File: config.mk
export PLATFORM = sky130hd
export DESIGN_NAME = fp_class_pipe
export DESIGN_NICKNAME = d
export VERILOG_FILES = /design/src/rtl/fp_class_pipe_pkg.sv /design/src/rtl/fp_lzc.sv /design/src/rtl/fp_class_pipe.sv
export SDC_FILE = /design/constraint.sdc
export NUM_CORES = 1
export LEC_CHECK = 0
export BUFFER_PORTS_ARGS = -buffer_cell sky130_fd_sc_hd__clkbuf_2
export CAP_MARGIN = 10
export CORE_ASPECT_RATIO = 0.7
export CORE_MARGIN = 2
export CORE_UTILIZATION = 45
export CTS_CLUSTER_DIAMETER = 150
export DETAILED_ROUTE_END_ITERATION = 16
export HOLD_SLACK_MARGIN = 0.12
export PLACE_DENSITY = 0.71
export SYNTH_ARGS = -nofsm -noshare
export SYNTH_HDL_FRONTEND = slang
export SYNTH_SLANG_ARGS = --single-unit
File: constraint.sdc
create_clock -name clk -period 2.1 [get_ports clk]
set_input_delay 0.315 -clock clk [delete_from_list [all_inputs] [get_ports clk]]
set_output_delay 0.315 -clock clk [all_outputs]
set_load 0.02 [all_outputs]
File: src/rtl/fp_class_pipe_pkg.sv
`default_nettype none
// ============================================================================
// Module : fp_class_pipe_pkg
// Brief  : Class bit indices and width/bias helpers for the float classifier.
// Rev    : 1.0
// ============================================================================
package fp_class_pipe_pkg;

    localparam int CLS_NORM = 0;
    localparam int CLS_SUB  = 1;
    localparam int CLS_ZERO = 2;
    localparam int CLS_INF  = 3;
    localparam int CLS_QNAN = 4;
    localparam int CLS_SNAN = 5;
    localparam int CLS_N    = 6;

    function automatic int f_width(input int exp_w, input int frac_w);
        return 1 + exp_w + frac_w;
    endfunction

    function automatic int f_sig_w(input int frac_w);
        return frac_w + 1;
    endfunction

    function automatic int f_uexp_w(input int exp_w);
        return exp_w + 2;
    endfunction

    function automatic int f_bias(input int exp_w);
        return (1 << (exp_w - 1)) - 1;
    endfunction

    // Count width wide enough to hold WIDTH itself (all-zero input).
    function automatic int f_lzc_w(input int width);
        return (width <= 1) ? 2 : $clog2(width) + 1;
    endfunction

endpackage
`default_nettype wire

File: src/rtl/fp_lzc.sv
`default_nettype none
// ============================================================================
// Module : fp_lzc
// Brief  : Combinational leading-zero counter built as a binary tree.
// Rev    : 1.0
// ============================================================================
module fp_lzc
    import fp_class_pipe_pkg::*;
#(
    parameter int WIDTH = 10
) (
    input  logic [WIDTH-1:0]            i_data,
    output logic [f_lzc_w(WIDTH)-1:0]   o_cnt
);

    localparam int CW = f_lzc_w(WIDTH);
    localparam int L  = CW - 1;
    localparam int P  = 1 << L;

    logic [P-1:0]            w_pad;
    logic [2*P-2:0]          w_v;
    logic [CW*(2*P-1)-1:0]   w_c;

    // Pad the low end with ones so an all-zero input counts exactly WIDTH.
    always_comb begin
        w_pad              = '1;
        w_pad[P-1 -: WIDTH] = i_data;
    end

    // Heap layout: node n has children 2n+1 (MSB side) and 2n+2; leaves start at P-1.
    for (genvar i = 0; i < P; i++) begin : g_leaf
        assign w_v[P-1+i]             = w_pad[P-1-i];
        assign w_c[(P-1+i)*CW +: CW]  = '0;
    end

    for (genvar n = 0; n < P-1; n++) begin : g_node
        localparam int D    = $clog2(n + 2) - 1;
        localparam int HALF = P >> (D + 1);
        logic [CW-1:0] w_cl;
        logic [CW-1:0] w_cr;
        assign w_cl                = w_c[(2*n+1)*CW +: CW];
        assign w_cr                = w_c[(2*n+2)*CW +: CW];
        assign w_v[n]              = w_v[2*n+1] | w_v[2*n+2];
        assign w_c[n*CW +: CW]     = w_v[2*n+1] ? w_cl : (CW'(HALF) + w_cr);
    end

    assign o_cnt = w_v[0] ? w_c[CW-1:0] : CW'(WIDTH);

endmodule
`default_nettype wire

File: src/rtl/fp_class_pipe.sv
`default_nettype none
// ============================================================================
// Module : fp_class_pipe
// Brief  : Two-stage IEEE-754 classifier/unpacker with valid/ready stream.
// Rev    : 1.0
// ============================================================================
module fp_class_pipe
    import fp_class_pipe_pkg::*;
#(
    parameter int EXP_W  = 5,
    parameter int FRAC_W = 10
) (
    input  logic                              clk,
    input  logic                              rst,
    input  logic                              in_valid,
    output logic                              in_ready,
    input  logic [f_width(EXP_W,FRAC_W)-1:0]  in_f,
    input  logic                              in_daz,
    output logic                              out_valid,
    input  logic                              out_ready,
    output logic                              out_sign,
    output logic [f_uexp_w(EXP_W)-1:0]        out_exp,
    output logic [f_sig_w(FRAC_W)-1:0]        out_sig,
    output logic [CLS_N-1:0]                  out_cls
);

    localparam int W      = f_width(EXP_W, FRAC_W);
    localparam int SIG_W  = f_sig_w(FRAC_W);
    localparam int UEXP_W = f_uexp_w(EXP_W);
    localparam int BIAS   = f_bias(EXP_W);
    localparam int LZ_W   = f_lzc_w(FRAC_W);

    localparam logic [UEXP_W-1:0] c_BIAS     = UEXP_W'(BIAS);
    localparam logic [UEXP_W-1:0] c_NEG_BIAS = UEXP_W'(-BIAS);

    // ---------------- handshake ----------------
    logic r_v1;
    logic r_v2;
    logic w_ld1;
    logic w_ld2;
    logic w_acc;

    assign w_ld2     = ~r_v2 | out_ready;
    assign w_ld1     = ~r_v1 | w_ld2;
    assign in_ready  = ~rst & w_ld1;
    assign w_acc     = in_valid & in_ready;
    assign out_valid = r_v2;

    // ---------------- stage 1: decode ----------------
    logic [EXP_W-1:0]   w_exp;
    logic [FRAC_W-1:0]  w_frac;
    logic               w_e_ones;
    logic               w_e_zero;
    logic               w_f_zero;
    logic               w_q;
    logic               w_daz_hit;
    logic [CLS_N-1:0]   w_cls;
    logic [FRAC_W-1:0]  w_frac_s1;
    logic [LZ_W-1:0]    w_lz;

    assign w_exp     = in_f[W-2 -: EXP_W];
    assign w_frac    = in_f[FRAC_W-1:0];
    assign w_e_ones  = &w_exp;
    assign w_e_zero  = ~|w_exp;
    assign w_f_zero  = ~|w_frac;
    assign w_q       = w_frac[FRAC_W-1];
    assign w_daz_hit = in_daz & w_e_zero & ~w_f_zero;
    // A flushed subnormal carries a zero fraction so stage 2 sees a plain zero.
    assign w_frac_s1 = w_daz_hit ? '0 : w_frac;

    always_comb begin
        w_cls           = '0;
        w_cls[CLS_SNAN] = w_e_ones & ~w_f_zero & ~w_q;
        w_cls[CLS_QNAN] = w_e_ones & w_q;
        w_cls[CLS_INF]  = w_e_ones & w_f_zero;
        w_cls[CLS_ZERO] = w_e_zero & w_f_zero;
        w_cls[CLS_SUB]  = w_e_zero & ~w_f_zero;
        w_cls[CLS_NORM] = ~w_e_ones & ~w_e_zero;
        if (w_daz_hit) begin
            w_cls           = '0;
            w_cls[CLS_ZERO] = 1'b1;
        end
    end

    fp_lzc #(
        .WIDTH (FRAC_W)
    ) u_lzc (
        .i_data (w_frac),
        .o_cnt  (w_lz)
    );

    logic               r_sign1;
    logic [EXP_W-1:0]   r_exp1;
    logic [FRAC_W-1:0]  r_frac1;
    logic [CLS_N-1:0]   r_cls1;
    logic [LZ_W-1:0]    r_lz1;

    // ---------------- stage 2: normalise + exponent ----------------
    logic [UEXP_W-1:0]  w_exp2;
    logic [SIG_W-1:0]   w_sig2;

    always_comb begin
        w_exp2 = {2'b00, r_exp1};
        w_sig2 = {1'b0, r_frac1};
        if (r_cls1[CLS_NORM]) begin
            w_exp2 = {2'b00, r_exp1} - c_BIAS;
            w_sig2 = {1'b1, r_frac1};
        end else if (r_cls1[CLS_SUB]) begin
            // (1-BIAS) - (lz+1) folds to -BIAS - lz
            w_exp2 = c_NEG_BIAS - UEXP_W'(r_lz1);
            w_sig2 = {r_frac1, 1'b0} << r_lz1;
        end
    end

    always_ff @(posedge clk) begin
        if (rst) begin
            r_v1     <= 1'b0;
            r_v2     <= 1'b0;
            r_sign1  <= 1'b0;
            r_exp1   <= '0;
            r_frac1  <= '0;
            r_cls1   <= '0;
            r_lz1    <= '0;
            out_sign <= 1'b0;
            out_exp  <= '0;
            out_sig  <= '0;
            out_cls  <= '0;
        end else begin
            if (w_ld1) begin
                r_v1 <= w_acc;
                if (w_acc) begin
                    r_sign1 <= in_f[W-1];
                    r_exp1  <= w_exp;
                    r_frac1 <= w_frac_s1;
                    r_cls1  <= w_cls;
                    r_lz1   <= w_lz;
                end
            end
            if (w_ld2) begin
                r_v2 <= r_v1;
                if (r_v1) begin
                    out_sign <= r_sign1;
                    out_exp  <= w_exp2;
                    out_sig  <= w_sig2;
                    out_cls  <= r_cls1;
                end
            end
        end
    end

endmodule
`default_nettype wire

**Word level (Yosys, flattened, before mapping)**

Cells that the tools add are included.

- Flip-flop bits (word level): 54
- Input bits: 21
- Output and inout port bits: 27
- Logic and storage cells: 67

- Add/sub/neg operators: 6
- Shifts and indexed selects: 1
- Mux-type cells: 16
- Bitwise logic cells: 26
- Reductions and logical operators: 7

Operator list:

| kind | count |
|---|---|
| $mux 5 | 5 |
| $mux 11 | 2 |
| $mux 7 | 2 |
| $and 1x1->1 | 11 |
| $shl 11x5->11 | 1 |
| $mux 10 | 1 |
| $or 1x1->1 | 10 |
| $reduce_or 10->1 | 1 |
| $sub 5x6->7 const A | 1 |
| $mux 6 | 1 |
| $sub 5x4->6 const B | 1 |
| $add 2x5->5 const A | 1 |
| $add 3x5->5 const A | 1 |
| $add 4x5->5 const A | 1 |
| $mux 1 | 5 |
| $not 1->1 | 5 |
| $reduce_and 5->1 | 1 |
| $reduce_or 5->1 | 1 |
| $reduce_and 2->1 | 2 |
| $add 2x1->3 const A | 1 |
| $logic_not 1->1 | 2 |

**Longest topological paths before layout**

Gate-level depths: netlist of run 1.

- Depth after elaboration: 6
- Mapped depth: 8
- Gate-level depth less buffers: 6

**Modules after synthesis**

From an unflattened synthesis of run 1, not the netlist that was laid out.

- Cell total of the unflattened synthesis: 325
- Area total of the unflattened synthesis: 2730.1 sq um

Modules (own cells, without submodules):

| module | times used | cells an instance | area an instance (sq um) | sequential area each (sq um) |
|---|---|---|---|---|
| fp_class_pipe | 1 | 308 | 2607.5 | 1081.0 |
| fp_lzc | 1 | 17 | 122.6 | 0.0 |

**Worst setup path after synthesis of run 1**

OpenSTA, ideal clock, no wires.

- Kind: reg2reg
- From: register r_lz1[1]
- To: register out_exp[3]
- Setup time: 0.070 ns
- Data arrival time: 1.683 ns
- Data required time: 2.030 ns
- Slack: 0.346 ns
- Cell stages (with the launch flop): 9
- Buffers on the path: 2
- Period minus slack after synthesis: 1.754 ns
- Cell sequence: dfxtp_1 -> buf_2 -> buf_1 -> inv_1 -> ha_1 -> xnor2_1 -> o22ai_1 -> or3_1 -> a21oi_1

- Cells in the longest elaborated chain, start to end: 3

RTL lines:

| item | line | RTL |
|---|---|---|
| start, declared | fp_class_pipe.sv:96 | `logic [LZ_W-1:0] r_lz1;` |
| start signal, assigned | fp_class_pipe.sv:136 | `r_lz1 <= w_lz;` |
| $sub 5x6->7 | fp_class_pipe.sv:110 | `w_exp2 = c_NEG_BIAS - UEXP_W'(r_lz1);` |
| $mux 7 | fp_class_pipe.sv:108 | `end else if (r_cls1[CLS_SUB]) begin` |
| $mux 7 | fp_class_pipe.sv:105 | `if (r_cls1[CLS_NORM]) begin` |
| end signal, assigned | fp_class_pipe.sv:143 | `out_exp <= w_exp2;` |
| end, declared | fp_class_pipe.sv:22 | `output logic [f_uexp_w(EXP_W)-1:0] out_exp,` |

No other way between the ends.
A chain may end at the register's enable or synchronous reset.

**Final worst setup path of run 1**

- From: register r_lz1[1]
- To: register out_sig[9]

- Cells in the longest elaborated chain, start to end: 3

RTL lines:

| item | line | RTL |
|---|---|---|
| $shl 11x5->11 | fp_class_pipe.sv:111 | `w_sig2 = {r_frac1, 1'b0} << r_lz1;` |
| $mux 11 | fp_class_pipe.sv:108 |  |
| $mux 11 | fp_class_pipe.sv:105 |  |
| end signal, assigned | fp_class_pipe.sv:144 | `out_sig <= w_sig2;` |
| end, declared | fp_class_pipe.sv:23 | `output logic [f_sig_w(FRAC_W)-1:0] out_sig,` |

No other way between the ends.

==> results of run 1 <==
-- registers in the layout (all words and copies together), names as in the netlist --
| register | cells |
|---|---|
| r_lz1 | 4 |
| r_exp1 | 5 |
| r_sign1 | 1 |
| out_sig | 11 |
| out_valid | 1 |
| r_frac1 | 10 |
| r_cls1 | 6 |
| out_cls | 6 |
| r_v1 | 1 |
| out_exp | 6 |
| out_sign | 1 |
-- report_power, final --
group	switching [mW]	internal, mW
Combinational	0.183	0.140
Clock	0.344	0.596
Sequential	0.0504	1.03
Total	0.578	1.77
-- layer usage --
metal	part of all wire (%)	vias to the layer above
met5	0	-
met4	0.69	0
met3	9.5	5
met2	41	104
met1	48	1095
li1	-	1166
-- cells in the final DEF (no fill, tap or decap), drive strengths merged, types with 3 or more instances in the layout --
master	instances
bufinv	3
nor2	24
a221oi	4
nand3b	3
nand2	40
buf	18
and3	6
o22ai	5
nor2b	5
o21ai	11
dfxtp	52
mux4	7
nor3b	3
nand3	15
inv	8
nor3	10
clkbuf	52
a21oi	31
a211oi	4
mux2i	9
a22o	9
-- cell families after synthesis --
group                      after synthesis  share of synthesized area, %
adders and majority gates                2                         0.991
DFF                                     52                          41.2
xor gates and xnor gates                 3                          1.04
and+or+nand+nor                        113                          20.8
muxes                                   17                          10.6
AOI/OAI and AO/OA                       77                          20.2
buffers and inverters                   31                          5.20
-- layout make-up --
cell class,count,area [um^2],share of cell area (%)
Clock inverter,3,90.1,2.96
Clock buffer,5,68.8,2.26
Multi-Input combinational cell,212,1350,44.4
Inverter,8,30.0,0.987
Tap cell,72,90.1,2.96
Sequential cell,52,1040,34.2
Timing Repair Buffer,65,370,12.2
-- worst reg2reg max path, delay by kind of cell (launching register included) --
| kind | cells | cell delay (ps) |
|---|---|---|
| flip-flops | 1 | 580 |
| AND/OR/NAND/NOR | 1 | 90 |
| multiplexers | 2 | 650 |
| AO/OA/AOI/OAI | 1 | 390 |
-- stage by stage --
stage	utilization (%)	hold WS, ps	instance area (um^2)	setup slack [ps]	total power [mW]
2_1_floorplan	-	414	2520	346	1.31
3_3_place_gp	54.3	443	2880	374	1.42
3_5_place_dp	54.3	445	2880	329	1.42
4_1_cts	57.3	186	3040	323	2.35
5_1_grt	57.3	189	3040	186	2.43
6_report	57.3	193	3040	288	2.35
-- synthesized netlist by cell type (2+ instances only) --
library cell,number
a211oi_1,4
a21oi_1,31
a221oi_1,4
a22o_1,9
and3_1,6
buf_2,3
clkbuf_1,17
dfxtp_1,52
ha_1,2
inv_1,7
mux2i_1,9
mux4_1,2
mux4_2,5
nand2_1,40
nand3_1,15
nand3b_1,3
nor2_1,24
nor2b_1,5
nor3_1,10
nor3b_1,3
nor4_1,2
o21ai_0,11
o21bai_1,2
o22ai_1,5
o31ai_1,2
or4_1,2
xnor2_1,2
-- path summary, 6_finish.rpt --
kind	startpoint	slack [ps]	endpoint	depth (start not counted)
setup reg to reg	r_lz1[1]	290	out_sig[9]	4
hold reg to reg	out_cls[3]	460	out_cls[3]	2
hold / removal	in_f[15]	190	r_sign1	3
setup / recovery	r_lz1[1]	290	out_sig[9]	4
==> results.sh, run 1 <==
export IMPL_synth_edf_count=0
export IMPL_finalMaxSlewViolations=0
export IMPL_crit_chain="mux4_2 > mux2_2 > a2111oi_2 > nor3_1"
export IMPL_yosysTopAreaCellShare_pct=41.2
export IMPL_synth_area_leaders="dfxtp_1, a21oi_1, nand2_1"
export IMPL_syn_cell_area_um2=2520
export IMPL_io_buffer_count=47
export IMPL_synth_nets=318
export IMPL_grt_pass1_vias=2136
export IMPL_hpwl_mm=4.65
export IMPL_first_iter_violations=172
export IMPL_cts_tree="built"
export IMPL_ir_drop_v=0.000368
export IMPL_grt_pass1_wl_mm=10.6
export IMPL_antenna_found_initial=0
export IMPL_max_freq_ghz=0.552
export IMPL_drtPass1Iterations=4
export IMPL_crit_required_ps=2300
export IMPL_ctsLongestPathBuffers=2
export IMPL_cp_arrival_ps=2010
export IMPL_start_util_pct=47.5
export IMPL_cap_viol_max_count=0
export IMPL_viasPerCell=5.68
export IMPL_synth_cells=295
export IMPL_std_cell_rows=22
export IMPL_areaGrowthSynthToFinish_pct=20.5
export IMPL_clk_latency_ps=310
export IMPL_path_delay_family="multiplexers"
export IMPL_cts_made_buffers=5
export IMPL_crit_path_end_kind="register"
export IMPL_power_density_nw_per_um2=771
export IMPL_coreArea_um2=5310
export IMPL_ys_seq_area_share_pct=41.2
export IMPL_startpoint_type="register"
export IMPL_io_pins=48
export IMPL_path_buf_inv=0
export IMPL_wire_per_inst_um=15.3
export IMPL_grt_use_met1_pct=32.7
export IMPL_cp_slowest_stage_delay_ps=580
export IMPL_dp_cells=409
export IMPL_yosys_register_bits=52
export IMPL_worstSetupPathType="register to register"
export IMPL_rsz0062_at_grt="false"
export IMPL_hold_class="input pin to register"
export IMPL_globalRouteOverflowTotal=0
export IMPL_synth_top_area_cell="dfxtp_1"
export IMPL_grt_use_total_pct=21.8
export IMPL_cts_hold_buf=0
export IMPL_slew_headroom_pct=60.3
export IMPL_gp_congestion=0.864
export IMPL_ant_nets=0
export IMPL_synthFlopType="dfxtp_1"
export IMPL_grt_max_degree=20
export IMPL_yosysUniqueCellTypes=45
export IMPL_drc=0
export IMPL_cts_root_buf="clkbuf_8"
export IMPL_post_cts_resized=0
export IMPL_synth_area_per_cell_um2=8.56
export IMPL_drive_gt1_share_pct=23.8
export IMPL_drt_total_wl_mm=6.37
export IMPL_post_route_period_util_pct=86.3
export IMPL_finalNetCount=367
export IMPL_die_h_um=66.7
export IMPL_status="completed"
export IMPL_p_leak_nw=1.24
export IMPL_worstMarginPinSlew_ps=593
export IMPL_cp_slowest_cell="dfxtp_1"
export IMPL_cts_setup_buffers=0
export IMPL_crit_fanout=11
export IMPL_nFillCells=481
export IMPL_grt_use_met2_pct=31.4
export IMPL_ctsHtreeMaxLevel=2
export IMPL_post_route_min_period_ps=1810
export IMPL_finalHoldViolCount=0
export IMPL_grt_busiest_layer="met1"
export IMPL_cts_sinks=52
export IMPL_path_clk_slew_ps=100
export IMPL_num_vias=2370
export IMPL_finalClockSkew_ps=3.96
export IMPL_die_area_um2=6240
export IMPL_antenna_cells=0
export IMPL_final_cells=417
export IMPL_die_w_um=93.5
export IMPL_finalSetupTns_ps=0
export IMPL_synthArstFlopShare_pct=0
export IMPL_met3_usage_pct=4.98
export IMPL_setup_viol_count_final=0
export IMPL_ys_warn_count=0
No activity file was read; power rests on OpenSTA's default activity.
==> run 2: changes to the inputs <==
clock period = 1.8 ns   (was 2.1 ns; I/O delays follow)
==> run 2 against run 1 <==
Against the previous run: core utilization grew 0.80 points; non-clock buffer count grew 9; cell count grew 2.2%; critical path type unchanged; highest routed layer unchanged.
==> results.sh, run 2 (synthesis gave the netlist of run 1 again) <==
export IMPL_status="completed"
export IMPL_gp_congestion=0.900
export IMPL_drt_total_wl_mm=6.32
export IMPL_io_buffer_count=47
export IMPL_ctsHtreeMaxLevel=2
export IMPL_fin_util_pct=58.1
export IMPL_cap_viol_max_count=0
export IMPL_ant_nets=0
export IMPL_io_pins=48
export IMPL_p_leak_nw=1.27
export IMPL_crit_fanout=10
export IMPL_fin_area_um2=3090
export IMPL_antenna_cells=0
export IMPL_layout_common_cells="dfxtp_1, clkbuf_2, nand2_1"
export IMPL_ff_latch_area_um2=1040
export IMPL_viasPerCell=5.55
export IMPL_holdWs_ps=156
export IMPL_post_cts_resized=0
export IMPL_path_delay_family="flip-flops"
export IMPL_first_iter_violations=166
export IMPL_ctsLongestPathBuffers=2
export IMPL_crit_required_ps=1990
export IMPL_rsz0062_at_grt="false"
export IMPL_post_route_min_period_ps=1730
export IMPL_cts_sinks=52
export IMPL_crit_cells=5
export IMPL_grt_use_total_pct=21.5
export IMPL_drtPass1Iterations=4
export IMPL_mostFrequentLayoutCell="dfxtp_1"
export IMPL_r2r_cells=5
export IMPL_r2r_end="out_sig[9]"
export IMPL_top_regs="out_sig (11), r_frac1 (10)"
export IMPL_finalSetupTns_ps=0
export IMPL_cp_slowest_cell="dfxtp_1"
export IMPL_final_cells=426
export IMPL_cts_root_buf="clkbuf_8"
export IMPL_finalMaxSlewViolations=0
export IMPL_placed_cell_area_um2=2980
export IMPL_finalHoldViolCount=0
export IMPL_reg2reg_slack_ps=70
export IMPL_max_freq_ghz=0.579
export IMPL_wire_per_inst_um=14.8
export IMPL_cts_hold_buf=0
export IMPL_std_cell_rows=22
export IMPL_globalRouteOverflowTotal=0
export IMPL_multiInputGateArea_um2=1350
export IMPL_coreArea_um2=5310
export IMPL_cp_slowest_stage_delay_ps=460
export IMPL_grt_pass1_wl_mm=10.5
export IMPL_drive_gt1_share_pct=25.7
export IMPL_path_clk_slew_ps=90
export IMPL_path_buf_inv=1
export IMPL_die_h_um=66.7
export IMPL_hpwl_mm=4.80
export IMPL_num_vias=2366
export IMPL_clk_latency_ps=300
export IMPL_start_util_pct=47.5
export IMPL_antenna_found_initial=0
export IMPL_setup_viol_count_final=0
export IMPL_die_area_um2=6240
export IMPL_dp_slack_ps=44.7
export IMPL_drc=0
export IMPL_hold_class="input pin to register"
export IMPL_grt_max_degree=26
export IMPL_slew_headroom_pct=67.9
export IMPL_areaGrowthSynthToFinish_pct=22.2
export IMPL_crit_chain="buf_4 > mux4_1 > nor3b_1 > a2111oi_2 > nor3_1"
export IMPL_cts_setup_buffers=0
export IMPL_cp_arrival_ps=1920
export IMPL_crit_end="out_sig[9]"
export IMPL_p_total_mw=2.44
export IMPL_cts_made_buffers=5
export IMPL_grt_pass1_vias=2136
export IMPL_finalNetCount=376
export IMPL_setup_ws_ps=72.2
export IMPL_die_w_um=93.5
export IMPL_startpoint_type="register"
export IMPL_largest_register="out_sig"
export IMPL_finalClockSkew_ps=3.88
export IMPL_crit_path_end_kind="register"
export IMPL_ir_drop_v=0.000347
export IMPL_dp_cells=418
export IMPL_worstSetupPathType="register to register"
export IMPL_cts_tree="built"
export IMPL_power_density_nw_per_um2=791
export IMPL_post_route_period_util_pct=96.0
export IMPL_startpoint="r_lz1[1]"
export IMPL_nFillCells=506
export IMPL_largest_reg_flops=11
export IMPL_r2r_start="r_lz1[1]"
export IMPL_worstMarginPinSlew_ps=478
## run 2: changes by cell type in the layout (fill, tap and decap cells not counted), sizes merged
cell,previous run,this run
clkinv,0,1
buf,18,27
clkbuf,52,53
bufinv,3,1
## run 2: how the worst min path moves through the flow
stage	from	end	slack, ps	cells past startpoint
3_3_place_gp	out_cls[1]	out_cls[1]	440	2
4_1_cts	in_f[15]	r_sign1	150	3
5_1_grt	in_f[15]	r_sign1	170	3
6_report	in_f[15]	r_sign1	160	3
3_5_place_dp	out_cls[2]	out_cls[2]	450	2
2_1_floorplan	in_f[15]	r_sign1	370	2
## run 2: cell type report
cell class	instances	area share [%]
Clock inverter	2	1.14
Clock buffer	6	2.35
Tap cell	72	2.92
Inverter	8	0.973
Timing Repair Buffer	74	15.0
Multi-Input combinational cell	212	43.8
Sequential cell	52	33.8
## run 2: metal layers
layer	wire [um]	vias up	part of all wire (%)	track usage (%)
met4	25	0	0.40	4.17
met5	0	-	0	0
li1	-	1177	-	-
met3	545	4	8.6	3.96
met2	2570	101	41	30.9
met1	3180	1084	50	33.4
## run 2: power breakdown
part / switching, mW / leakage [nW] / internal (mW)
sequential: 0.0466 / 0.425 / 1.20
clock: 0.363 / 0.0552 / 0.413
combinational: 0.228 / 0.791 / 0.185
total: 0.638 / 1.27 / 1.80
## run 2: tightest hold or removal path, cell delays in order
cell and delay [ps]:
clkbuf_2 80, nand2_1 40, nand2_1 40
